$ cat src/rtl/axis_packetizer.sv
// Store-and-forward AXI-Stream to NoC packetizer: one header flit (x, y, count) then up to MAX_PAYLOAD flits.
// Optional macro PACKETIZER_SRC_STAMP_EN adds this router's X/Y as a source field in the header.
module axis_packetizer #(
    parameter int DATA_WIDTH    = 32,
    parameter int MAX_ROUTERS_X = 4,
    parameter int MAX_ROUTERS_Y = 4,
    parameter int ROUTER_X      = 0,
    parameter int ROUTER_Y      = 0,
    parameter int MAX_PAYLOAD   = 4,
    localparam int XW = $clog2(MAX_ROUTERS_X),
    localparam int YW = $clog2(MAX_ROUTERS_Y),
    localparam int CW = $clog2(MAX_PAYLOAD + 1)
) (
    input  logic                  clk_i,
    input  logic                  rst_i,
    input  logic [DATA_WIDTH-1:0] s_tdata_i,
    input  logic [XW+YW-1:0]      s_tdest_i,
    input  logic                  s_tvalid_i,
    input  logic                  s_tlast_i,
    output logic                  s_tready_o,
    output logic [DATA_WIDTH-1:0] m_tdata_o,
    output logic                  m_tvalid_o,
    output logic                  m_tlast_o,
    input  logic                  m_tready_i,
    output logic                  bad_dest_o
);

`ifdef PACKETIZER_SRC_STAMP_EN
    localparam int HDR_W = 2 * (XW + YW) + CW;
`else
    localparam int HDR_W = XW + YW + CW;
`endif

    generate
        if (DATA_WIDTH < HDR_W) begin : g_width_chk
            $error("axis_packetizer: DATA_WIDTH too small for header fields");
        end
    endgenerate

    localparam logic [XW:0]   MAXX    = MAX_ROUTERS_X[XW:0];
    localparam logic [YW:0]   MAXY    = MAX_ROUTERS_Y[YW:0];
    localparam logic [CW-1:0] MAXP_M1 = CW'(MAX_PAYLOAD - 1);

    typedef enum logic [2:0] {IDLE, FILL, HEADER, PAYLOAD, DROP} state_t;
    state_t state, state_nxt;

    logic [XW-1:0]         tgt_x;
    logic [YW-1:0]         tgt_y;
    logic [CW-1:0]         count, idx;
    logic                  frame_done, bad_dest_q;
    logic [DATA_WIDTH-1:0] pld_mem [0:(1<<CW)-1];
    logic [DATA_WIDTH-1:0] hdr;
    logic [XW-1:0]         in_dx;
    logic [YW-1:0]         in_dy;
    logic                  dest_bad, pld_last;

    assign in_dx    = s_tdest_i[XW-1:0];
    assign in_dy    = s_tdest_i[XW+YW-1:XW];
    assign dest_bad = ({1'b0, in_dx} >= MAXX) | ({1'b0, in_dy} >= MAXY);
    assign pld_last = (idx == count - 1'b1);

    always_comb begin
        hdr = '0;
        hdr[XW-1:0]           = tgt_x;
        hdr[XW+YW-1:XW]       = tgt_y;
        hdr[XW+YW+CW-1:XW+YW] = count;
`ifdef PACKETIZER_SRC_STAMP_EN
        hdr[XW+YW+CW +: XW]   = XW'(ROUTER_X);
        hdr[2*XW+YW+CW +: YW] = YW'(ROUTER_Y);
`endif
    end

    always_ff @(posedge clk_i or posedge rst_i) begin
        if (rst_i) state <= IDLE;
        else       state <= state_nxt;
    end

    always_comb begin
        state_nxt  = state;
        s_tready_o = 1'b0;
        m_tvalid_o = 1'b0;
        m_tdata_o  = '0;
        m_tlast_o  = 1'b0;
        case (state)
            IDLE: begin
                s_tready_o = 1'b1;
                if (s_tvalid_i) begin
                    if (dest_bad)
                        state_nxt = s_tlast_i ? IDLE : DROP;
                    else if (s_tlast_i || MAX_PAYLOAD == 1)
                        state_nxt = HEADER;
                    else
                        state_nxt = FILL;
                end
            end
            FILL: begin
                s_tready_o = 1'b1;
                if (s_tvalid_i && (s_tlast_i || count == MAXP_M1))
                    state_nxt = HEADER;
            end
            HEADER: begin
                m_tvalid_o = 1'b1;
                m_tdata_o  = hdr;
                if (m_tready_i) state_nxt = PAYLOAD;
            end
            PAYLOAD: begin
                m_tvalid_o = 1'b1;
                m_tdata_o  = pld_mem[idx];
                m_tlast_o  = pld_last;
                if (m_tready_i && pld_last)
                    state_nxt = frame_done ? IDLE : FILL;
            end
            DROP: begin
                s_tready_o = 1'b1;
                if (s_tvalid_i && s_tlast_i) state_nxt = IDLE;
            end
            default: state_nxt = IDLE;
        endcase
    end

    always_ff @(posedge clk_i or posedge rst_i) begin
        if (rst_i) begin
            tgt_x      <= '0;
            tgt_y      <= '0;
            count      <= '0;
            idx        <= '0;
            frame_done <= 1'b0;
            bad_dest_q <= 1'b0;
        end else begin
            bad_dest_q <= 1'b0;
            case (state)
                IDLE: if (s_tvalid_i) begin
                    tgt_x      <= in_dx;
                    tgt_y      <= in_dy;
                    bad_dest_q <= dest_bad;
                    count      <= CW'(1);
                    frame_done <= s_tlast_i;
                end
                FILL: if (s_tvalid_i) begin
                    count      <= count + 1'b1;
                    frame_done <= s_tlast_i;
                end
                HEADER: if (m_tready_i) idx <= '0;
                // A split frame restarts filling with the same latched target.
                PAYLOAD: if (m_tready_i) begin
                    idx <= idx + 1'b1;
                    if (pld_last && !frame_done) count <= '0;
                end
                default: ;
            endcase
        end
    end

    // Payload storage needs no reset; count/idx gate every read.
    always_ff @(posedge clk_i) begin
        if (s_tvalid_i && state == IDLE)
            pld_mem[0] <= s_tdata_i;
        else if (s_tvalid_i && state == FILL)
            pld_mem[count] <= s_tdata_i;
    end

    assign bad_dest_o = bad_dest_q;

endmodule
$ cat config.mk
export PLATFORM = sky130hd
export DESIGN_NAME = axis_packetizer
export DESIGN_NICKNAME = d
export VERILOG_FILES = /design/src/rtl/axis_packetizer.sv
export SDC_FILE = /design/constraint.sdc
export NUM_CORES = 1
export LEC_CHECK = 0
export CORE_ASPECT_RATIO = 1.25
export CORE_UTILIZATION = 25
export DETAILED_ROUTE_END_ITERATION = 16
export DONT_BUFFER_PORTS = 1
export PLACE_DENSITY = 0.35
export SYNTH_ARGS = -nofsm -noshare
export SYNTH_HDL_FRONTEND = slang
export SYNTH_SLANG_ARGS = --single-unit
$ cat constraint.sdc
create_clock -name clk_i -period 4.18 [get_ports clk_i]
set_clock_uncertainty 0.15 [all_clocks]
set_input_delay 0.836 -clock clk_i [delete_from_list [all_inputs] [get_ports clk_i]]
set_output_delay 0.836 -clock clk_i [all_outputs]
set_load 0.05 [all_outputs]
==> results of run 1 <==
## logic make-up (layout without fill, tap and decap cells)
logic type	Yosys count	in the layout
buffers and inverters	39	114
other	1	1
muxes	75	75
AOI/OAI and AO/OA	52	52
xor gates and xnor gates	3	3
DFF	269	269
adders and majority gates	4	4
and+or+nand+nor	83	83
## cells in the final DEF (no fill, tap or decap), types with 4 or more instances in the layout
master / instances
edfxtp_1: 256
nand2_1: 65
mux4_2: 64
buf_4: 56
a21oi_1: 33
clkbuf_16: 29
clkbuf_1: 11
o21ai_0: 10
dfrtp_1: 10
mux2i_1: 7
inv_1: 6
clkinv_1: 6
mux2_2: 4
nor3_2: 4
ha_1: 4
## worst max-delay path, stage by stage, from the launching register on
cell and delay (ns):
dfrtp_4 0.87, mux4_2 0.59, mux2i_1 0.25, a21oi_1 0.12, buf_4 0.21
## through the flow
| stage | utilization | total power [mW] |
|---|---|---|
| floorplan | - | 5.784 |
| detailed placement | 0.2793 | 6.896 |
| global route | 0.2991 | 9.470 |
| finish | 0.2991 | 9.001 |
| CTS | 0.2991 | 9.190 |
| global placement | 0.2793 | 6.896 |
## worst max-delay path by stage
stage,start,end,slack (ns),cells past startpoint
2_1_floorplan,s_tvalid_i,pld_mem[2][0],0.12,3
3_3_place_gp,idx[1],m_tdata_o[11],1.08,5
3_5_place_dp,idx[1],m_tdata_o[11],1.09,5
4_1_cts,idx[1],m_tdata_o[11],0.49,5
5_1_grt,idx[1],m_tdata_o[0],0.43,4
6_report,idx[1],m_tdata_o[0],0.61,4
## metal layers
metal,global-route usage,share of wire,up-vias
met4,0.03151,0.015,0
met3,0.03029,0.054,23
met5,0,0,-
met2,0.2115,0.51,107
li1,-,-,2216
met1,0.1505,0.43,2719
## area by class of cell
class,instances,area share
Multi-Input combinational cell,218,0.1893
Inverter,7,0.002131
Clock buffer,40,0.06220
Tap cell,552,0.05601
Clock inverter,10,0.004059
Timing Repair Buffer,57,0.03572
Sequential cell,269,0.6505
## flip-flops by register name, indices dropped and copies added (netlist names)
name / cells
tgt_y: 2
pld_mem: 256
frame_done: 1
idx: 3
state: 2
tgt_x: 2
count: 3
## report_power, final
group	switching [mW]	total, mW	internal [mW]	leakage [nW]
clock network	0.987	2.26	1.27	0.395
registers	0.235	3.34	3.11	2.45
logic	2.20	3.40	1.21	1.07
total	3.42	9.00	5.58	3.92
==> flow_summary.toml, run 1 <==
[run_status]
outcome = "complete, no violations"

[drt]
routedWlPerCell_um = 22.12
drc_errors = 0
vias = 5065
ant_nets = 0
vias_per_cell = 4.393
drt-initial-drc-count = 360
drt-total-wl_mm = 25.50
firstDrtPassIters = 4

[logic_synthesis]
synth.most_common_cell = "edfxtp_1"
synth_compound_area_frac = 0.02795
syn_nets = 571
synth.cell_area_mm2 = 0.01048
synth_fa_ha_area_frac = 0.004777
yosys-top-cells-area = "edfxtp_1 73%, mux4_2 14%, dfrtp_1 3.1%, nand2_1 2.3%, a21oi_1 1.6%"
synth.largest_area_cell = "edfxtp_1"
yosys.area_share.simple = 0.03213
synth_top_family_by_area = "multiplexers"
ys_types = 32
synth_top_area_share = 0.7338
ys_top_cells_by_count = "256 x edfxtp_1, 65 x nand2_1, 64 x mux4_2"
ys_warn_count = 0
synth_edf_count = 256
synth_seq_cells = 269
post_synth.cell_area_avg_um2 = 19.92
yosysSeqAreaShare = 0.7648
synth_flop_cell = "edfxtp_1"
synthCells = 526
yosys.area_share.xor_xnor = 0.003941
synthMuxAreaShare = 0.1486
ys_async_sr_fraction = 0.04833

[job]
max_cap_viol_count = 0

[place]
routabilityCongestion = 0.7045
port_buffers = 0
detailed_place_hpwl_mm = 14.13
dp_cells = 1103
place_area_mm2 = 0.01151
dpl_worst_slack_ns = 1.094

[timing]
finalHoldViolCount = 0
rsz0062_at_grt = "false"
slew_headroom = 0.5456
fin_ws_ns = 0.6101
fmax_mhz = 280.1
max_slew.worst_pin.slew_ns = 0.6816
whs_ns = 0.08021
maxSlewViolCount = 0
finalCritPeriodShare = 0.8540
fin_crit_ns = 3.570
fin_setup_tns_ns = 0
setup-violations-final = 0

[floorplan]
die_x_um = 185.1
initial_utilization = 0.2541
dieArea_mm2 = 0.04273
core_mm2 = 0.04123
rows = 83
die_y_um = 230.9
pin_count = 77

[cells_and_area]
num_antenna_cells = 0
drive_gt1_frac = 0.2862
stdcell_count = 1153
nFillCells = 4038
multi_input_area_mm2 = 0.002335
design_area_mm2 = 0.01233
final_nets = 627
seqCellArea_mm2 = 0.008021
areaGrowthSynthToFinish_pct = 17.70

[global_route]
grt_max_degree = 37
grt_first_pass_wirelength_mm = 37.38
gr-total-overflow = 0
grt_pass1_vias = 5614
grt_usage = 0.1221
antenna_found_initial = 0

[cts]
cts_root_buf = "clkbuf_16"
cts_tree = "built"
clk_pin_slew_ns = 0.06
cts_buffers = 29
cts_sinks = 269
cts-htree-levels = 1
clockBufferDepth = 3
insertion_delay_ns = 0.54
cts_resized = 0
post-cts-setup-buffer-count = 0
postCtsHoldBufs = 0

[critical_path]
crit_fanout = 36
worst_setup_path_start_kind = "flop"
ff2ff_path_depth = 5
critPathCaptureType = "output pin"
critPathArrivalTime_ns = 2.58
cp_data_required_time_ns = 3.19
reg2reg_to = "pld_mem[1][13]"
r2r_slack_ns = 1.63
critPathKind = "flop to output pin"
worstReg2RegStart = "state[1]"

[pwr]
powerDensity_mw_per_mm2 = 730.0
worst_ir_drop_vdd_v = 0.0004622
p_leak_nw = 3.916

[worst_hold_path]
min_path_type = "primary input to async pin"
Power figures use the tool's default switching activity.
==> run 2, diff against run 1 <==
CORE_MARGIN = 2   (was unset)
==> run 2 against run 1 <==
Total power grew 0.80%. Routed wire length is essentially flat. Critical path type unchanged. Count of clock-buffer cells in the layout shrank 4. Register-to-register slack lost 0.04 ns. Largest cell class unchanged. Maximum frequency shrank 1.6%. Die area grew 2.0%. Worst setup slack lost 0.060 ns. Worst hold slack lost 0.013 ns.
==> flow_summary.toml, run 2 (synthesized netlist as in run 1, its figures left out) <==
[cells_and_area]
largest_register = "pld_mem"
final_cell_mix = "256 x edfxtp_1, 65 x nand2_1, 64 x mux4_2"
nFillCells = 4048
largest_reg_flops = 256
final_common_cell = "edfxtp_1"
final_nets = 628
drive_gt1_frac = 0.2907
num_antenna_cells = 0
top_regs = "pld_mem: 256 flops, count: 3 flops, idx: 3 flops"
areaGrowthSynthToFinish_pct = 18.17

[pwr]
p_sw_mw = 3.440
total_power_mw = 9.073
p_int_mw = 5.633
p_leak_nw = 3.945
swShare = 0.3791
p_seq_frac = 0.373
power_frac_comb = 0.372
powerDensity_mw_per_mm2 = 732.9
p_clk_frac = 0.255
worst_ir_drop_vdd_v = 0.0004526

[critical_path]
cp_data_required_time_ns = 3.19
worst_setup_path_start_kind = "flop"
critPathArrivalTime_ns = 2.64
cpMostUsedCell = "buf_4"
crit_buf_inv = 2
worstSetupPathDepth = 5
crit_fanout = 35
critical_path.top_delay_family = "flip-flops"
max_stage_delay_ns = 0.84
critPathCaptureType = "output pin"
crit_chain = "buf_4 -> mux4_2 -> mux2i_1 -> a21oi_1 -> buf_4"
critPathKind = "flop to output pin"
ff2ff_path_depth = 4
slowest_stage = "dfrtp_4"

[timing]
setup-violations-final = 0
fin_crit_ns = 3.630
fmax_mhz = 275.5
fin_setup_tns_ns = 0
finalCritPeriodShare = 0.8683
finalHoldViolCount = 0
maxSlewViolCount = 0
max_slew.worst_pin.slew_ns = 0.8068
slew_headroom = 0.4621
rsz0062_at_grt = "false"

[global_route]
grt_max_degree = 36
grt_first_pass_wirelength_mm = 37.72
antenna_found_initial = 0
gr-total-overflow = 0
grt_pass1_vias = 5468
grt_usage = 0.1187

[drt]
drt-initial-drc-count = 343
drc_errors = 0
vias_per_cell = 4.371
firstDrtPassIters = 4
drt-total-wl_mm = 25.51
vias = 5044
routedWlPerCell_um = 22.10
ant_nets = 0

[place]
port_buffers = 0
routabilityCongestion = 0.6857
detailed_place_hpwl_mm = 14.65

[cts]
cts_tree = "built"
post-cts-setup-buffer-count = 0
postCtsHoldBufs = 0
cts_resized = 0
insertion_delay_ns = 0.55
cts_buffers = 29
cts_root_buf = "clkbuf_16"
cts_sinks = 269
clockBufferDepth = 3
cts-htree-levels = 1
clk_pin_slew_ns = 0.06

[floorplan]
initial_utilization = 0.2541
core_mm2 = 0.04123
rows = 83
pin_count = 77
die_x_um = 187.1
die_y_um = 232.9
dieArea_mm2 = 0.04357

[run_status]
outcome = "complete, no violations"

[job]
max_cap_viol_count = 0

[worst_hold_path]
min_path_type = "primary input to async pin"
## run 2: cell types whose count changed in the layout (fill, tap and decap cells not counted), sizes merged
cell,delta
clkinvlp,-1
buf,+1
clkbuf,-4
clkinv,+4
bufinv,+1
## run 2: area by class of cell
type | instances | area [um2] | area share
clock buffer | 36 | 752.0 | 0.06074
sequential | 269 | 8021 | 0.6480
tap | 552 | 690.7 | 0.05579
multi-input combinational | 218 | 2335 | 0.1886
timing repair buffer | 58 | 460.4 | 0.03719
clock inverter | 14 | 93.84 | 0.007580
inverter | 7 | 26.28 | 0.002122
## run 2: final timing paths
kind                               start  slack, ns              to
max                               idx[1]       0.55    m_tdata_o[5]
min                                rst_i       0.07        tgt_y[0]
max reg2reg                     state[0]       1.59  pld_mem[7][14]
min reg2reg                     tgt_x[1]       0.36        tgt_x[1]
max in group asynchronous          rst_i       3.40          idx[1]
min in group clk_i         s_tdata_i[12]       0.22  pld_mem[2][12]
## run 2: through the flow
stage	util	area (um2)	std cells	hold WS (ns)	setup WS (ns)
finish	0.3003	12380	1154	0.06696	0.5505
global route	0.3003	12380	1154	0.08601	0.3383
CTS	0.3003	12380	1154	0.04775	0.4363
detailed placement	0.2797	11530	1104	0.3483	1.054
global placement	0.2797	11530	1104	0.3394	1.046
floorplan	-	10480	526	0.3183	0.1174
## run 2: routing by layer
metal,global-route usage,part of all wire
met1,0.1435,0.42
met5,0,0
met2,0.2091,0.51
met4,0.03497,0.017
met3,0.02986,0.054
## run 2: power groups by stage
stage,sequential (mW),clock [mW],combinational (mW)
finish,3.39,2.31,3.37
global route,3.43,2.51,3.61
CTS,3.41,2.41,3.47
detailed placement,3.46,0,3.46
global placement,3.46,0,3.46
floorplan,3.20,0,2.59
==> run 3, diff against run 2 <==
ABC_AREA = 1   (was unset)
==> run 3 against run 2 <==
Combinational power is essentially flat. Via count rose by 34%. Maximum frequency grew 1.2%. Utilization shrank 0.60 points. Die area increased by 4.2%. Register-to-register slack got worse by 0.31 ns. Routed wire length grew 16%. Sequential share of layout area down 1.5 points. First-iteration DRC count increased by 14%. Final cell count up 30%. Critical path type unchanged. Critical endpoint is now m_tdata_o[6].
==> flow_summary.toml, run 3 <==
[run_status]
outcome = "complete, no violations"

[cells_and_area]
multi_input_area_mm2 = 0.002576
num_antenna_cells = 0
seqCellArea_mm2 = 0.008021
stdcell_count = 1496
largest_reg_flops = 256
final_nets = 956
drive_gt1_frac = 0.1128
nFillCells = 4382
areaGrowthSynthToFinish_pct = 15.98
design_area_mm2 = 0.01267
final_cell_mix = "256 x edfxtp_1, 227 x nor2_1, 105 x o21ai_0"
largest_register = "pld_mem"
final_common_cell = "edfxtp_1"
top_regs = "pld_mem: 256 flops, count: 3 flops, idx: 3 flops"

[timing]
finalHoldViolCount = 0
finalCritPeriodShare = 0.8581
fin_crit_ns = 3.587
fin_setup_tns_ns = 0
maxSlewViolCount = 0
rsz0062_at_grt = "false"
slew_headroom = 0.5335
setup-violations-final = 0
max_slew.worst_pin.slew_ns = 0.6998
fmax_mhz = 278.8

[critical_path]
slowest_stage = "dfrtp_4"
worst_setup_path_start_kind = "flop"
critPathKind = "flop to output pin"
critPathArrivalTime_ns = 2.60
crit_fanout = 35
r2r_slack_ns = 1.28
cp_data_required_time_ns = 3.19
cpMostUsedCell = "nor2_1"
critPathCaptureType = "output pin"
max_stage_delay_ns = 0.50
crit_chain = "inv_4 -> buf_12 -> nor2_1 -> nor2_1 -> o21ai_1 -> o211ai_1 -> nand3_1 -> nand2_1"

[cts]
insertion_delay_ns = 0.56
clk_pin_slew_ns = 0.06
cts_buffers = 30
post-cts-setup-buffer-count = 0
postCtsHoldBufs = 0
clockBufferDepth = 3
cts_tree = "built"
cts_sinks = 269
cts_root_buf = "clkbuf_16"
cts_resized = 0
cts-htree-levels = 1

[pwr]
worst_ir_drop_vdd_v = 0.0004782
p_leak_nw = 4.207
powerDensity_mw_per_mm2 = 720.5

[floorplan]
pin_count = 77
core_mm2 = 0.04307
initial_utilization = 0.2537
rows = 85
dieArea_mm2 = 0.04541
die_x_um = 191
die_y_um = 237.8

[logic_synthesis]
synth_top_area_share = 0.7035
synth.most_common_cell = "edfxtp_1"
post_synth.cell_area_avg_um2 = 12.35
ys_async_sr_fraction = 0.04833
synth_edf_count = 256
syn_nets = 930
synthCells = 885
yosys-top-cells-area = "edfxtp_1 70%, nor2_1 8.1%, o21ai_0 4.8%, dfrtp_1 3.0%, o211ai_1 2.8%"
synth_seq_cells = 269
ys_top_cells_by_count = "256 x edfxtp_1, 235 x nor2_1, 105 x o21ai_0"
synth_flop_cell = "edfxtp_1"
ys_warn_count = 0
synth.largest_area_cell = "edfxtp_1"
synth.cell_area_mm2 = 0.01093
yosysSeqAreaShare = 0.7332
ys_types = 26

[global_route]
gr-total-overflow = 0
grt_pass1_vias = 6873
grt_first_pass_wirelength_mm = 44.08
grt_usage = 0.1303
grt_max_degree = 131
antenna_found_initial = 0

[place]
place_area_mm2 = 0.01179
detailed_place_hpwl_mm = 15.73
port_buffers = 0
dp_cells = 1444
routabilityCongestion = 0.7064

[worst_hold_path]
min_path_type = "primary input to async pin"

[drt]
routedWlPerCell_um = 19.80
vias = 6734
drt-total-wl_mm = 29.62
drt-initial-drc-count = 392
drc_errors = 0
firstDrtPassIters = 4
ant_nets = 0
vias_per_cell = 4.501

[job]
max_cap_viol_count = 0
## run 3: power breakdown
group | switching, mW | internal, mW
clock network | 1.04 | 1.39
registers | 0.115 | 3.18
logic | 2.51 | 0.893
total | 3.67 | 5.46
## run 3: kinds of logic (layout without fill, tap and decap cells)
| logic type | count (synthesis) | count (layout) | share of synthesized area |
|---|---|---|---|
| DFF | 269 | 269 | 0.7332 |
| AOI/OAI and AO/OA | 198 | 198 | 0.1029 |
| and+or+nand+nor | 336 | 336 | 0.1183 |
| muxes | 4 | 4 | 0.004122 |
| buffers and inverters | 73 | 119 | 0.03652 |
| other | 1 | 1 | 0.0003432 |
| adders and majority gates | 4 | 4 | 0.004580 |
## run 3: worst paths after layout
path	start	end	depth (start not counted)
hold / removal	rst_i	tgt_y[0]	1
setup / recovery	idx[0]	m_tdata_o[6]	8
min in group clk_i	s_tdata_i[12]	pld_mem[4][12]	0
max in group asynchronous	rst_i	idx[1]	1
setup reg to reg	state[1]	pld_mem[1][30]	8
hold reg to reg	tgt_x[1]	tgt_x[1]	1
## run 3: per-layer routing
metal  track usage  vias to the layer above  wire length (um)
li1              -                     3213                 -
met4       0.03289                        0               483
met3       0.02421                       36              1276
met5             0                        -                 0
met2        0.2194                      106             14270
met1        0.1719                     3379             13600
## run 3: critical path: cells and delay by family (launching register included)
kind	cells	cell delay, ns
AOI/OAI and AO/OA	2	0.20
and+or+nand+nor	4	0.77
buffers and inverters	2	0.55
DFF	1	0.50
## run 3: cell type report
class	instances	area share
Clock buffer	37	0.06298
Clock inverter	15	0.006910
Inverter	19	0.005824
Multi-Input combinational cell	543	0.2033
Sequential cell	269	0.6329
Tap cell	565	0.05577
Timing Repair Buffer	48	0.03238
## run 3: stage by stage
step           hold slack [ns]    util  worst slack, ns  power [mW]
2_1_floorplan           0.3255       -           0.9286       5.837
3_3_place_gp            0.3387  0.2737            1.092       6.854
3_5_place_dp            0.3430  0.2737            1.114       6.838
4_1_cts                0.05064  0.2943           0.4844       9.308
5_1_grt                0.08971  0.2943           0.3964       9.675
6_report               0.05816  0.2943           0.5931       9.132
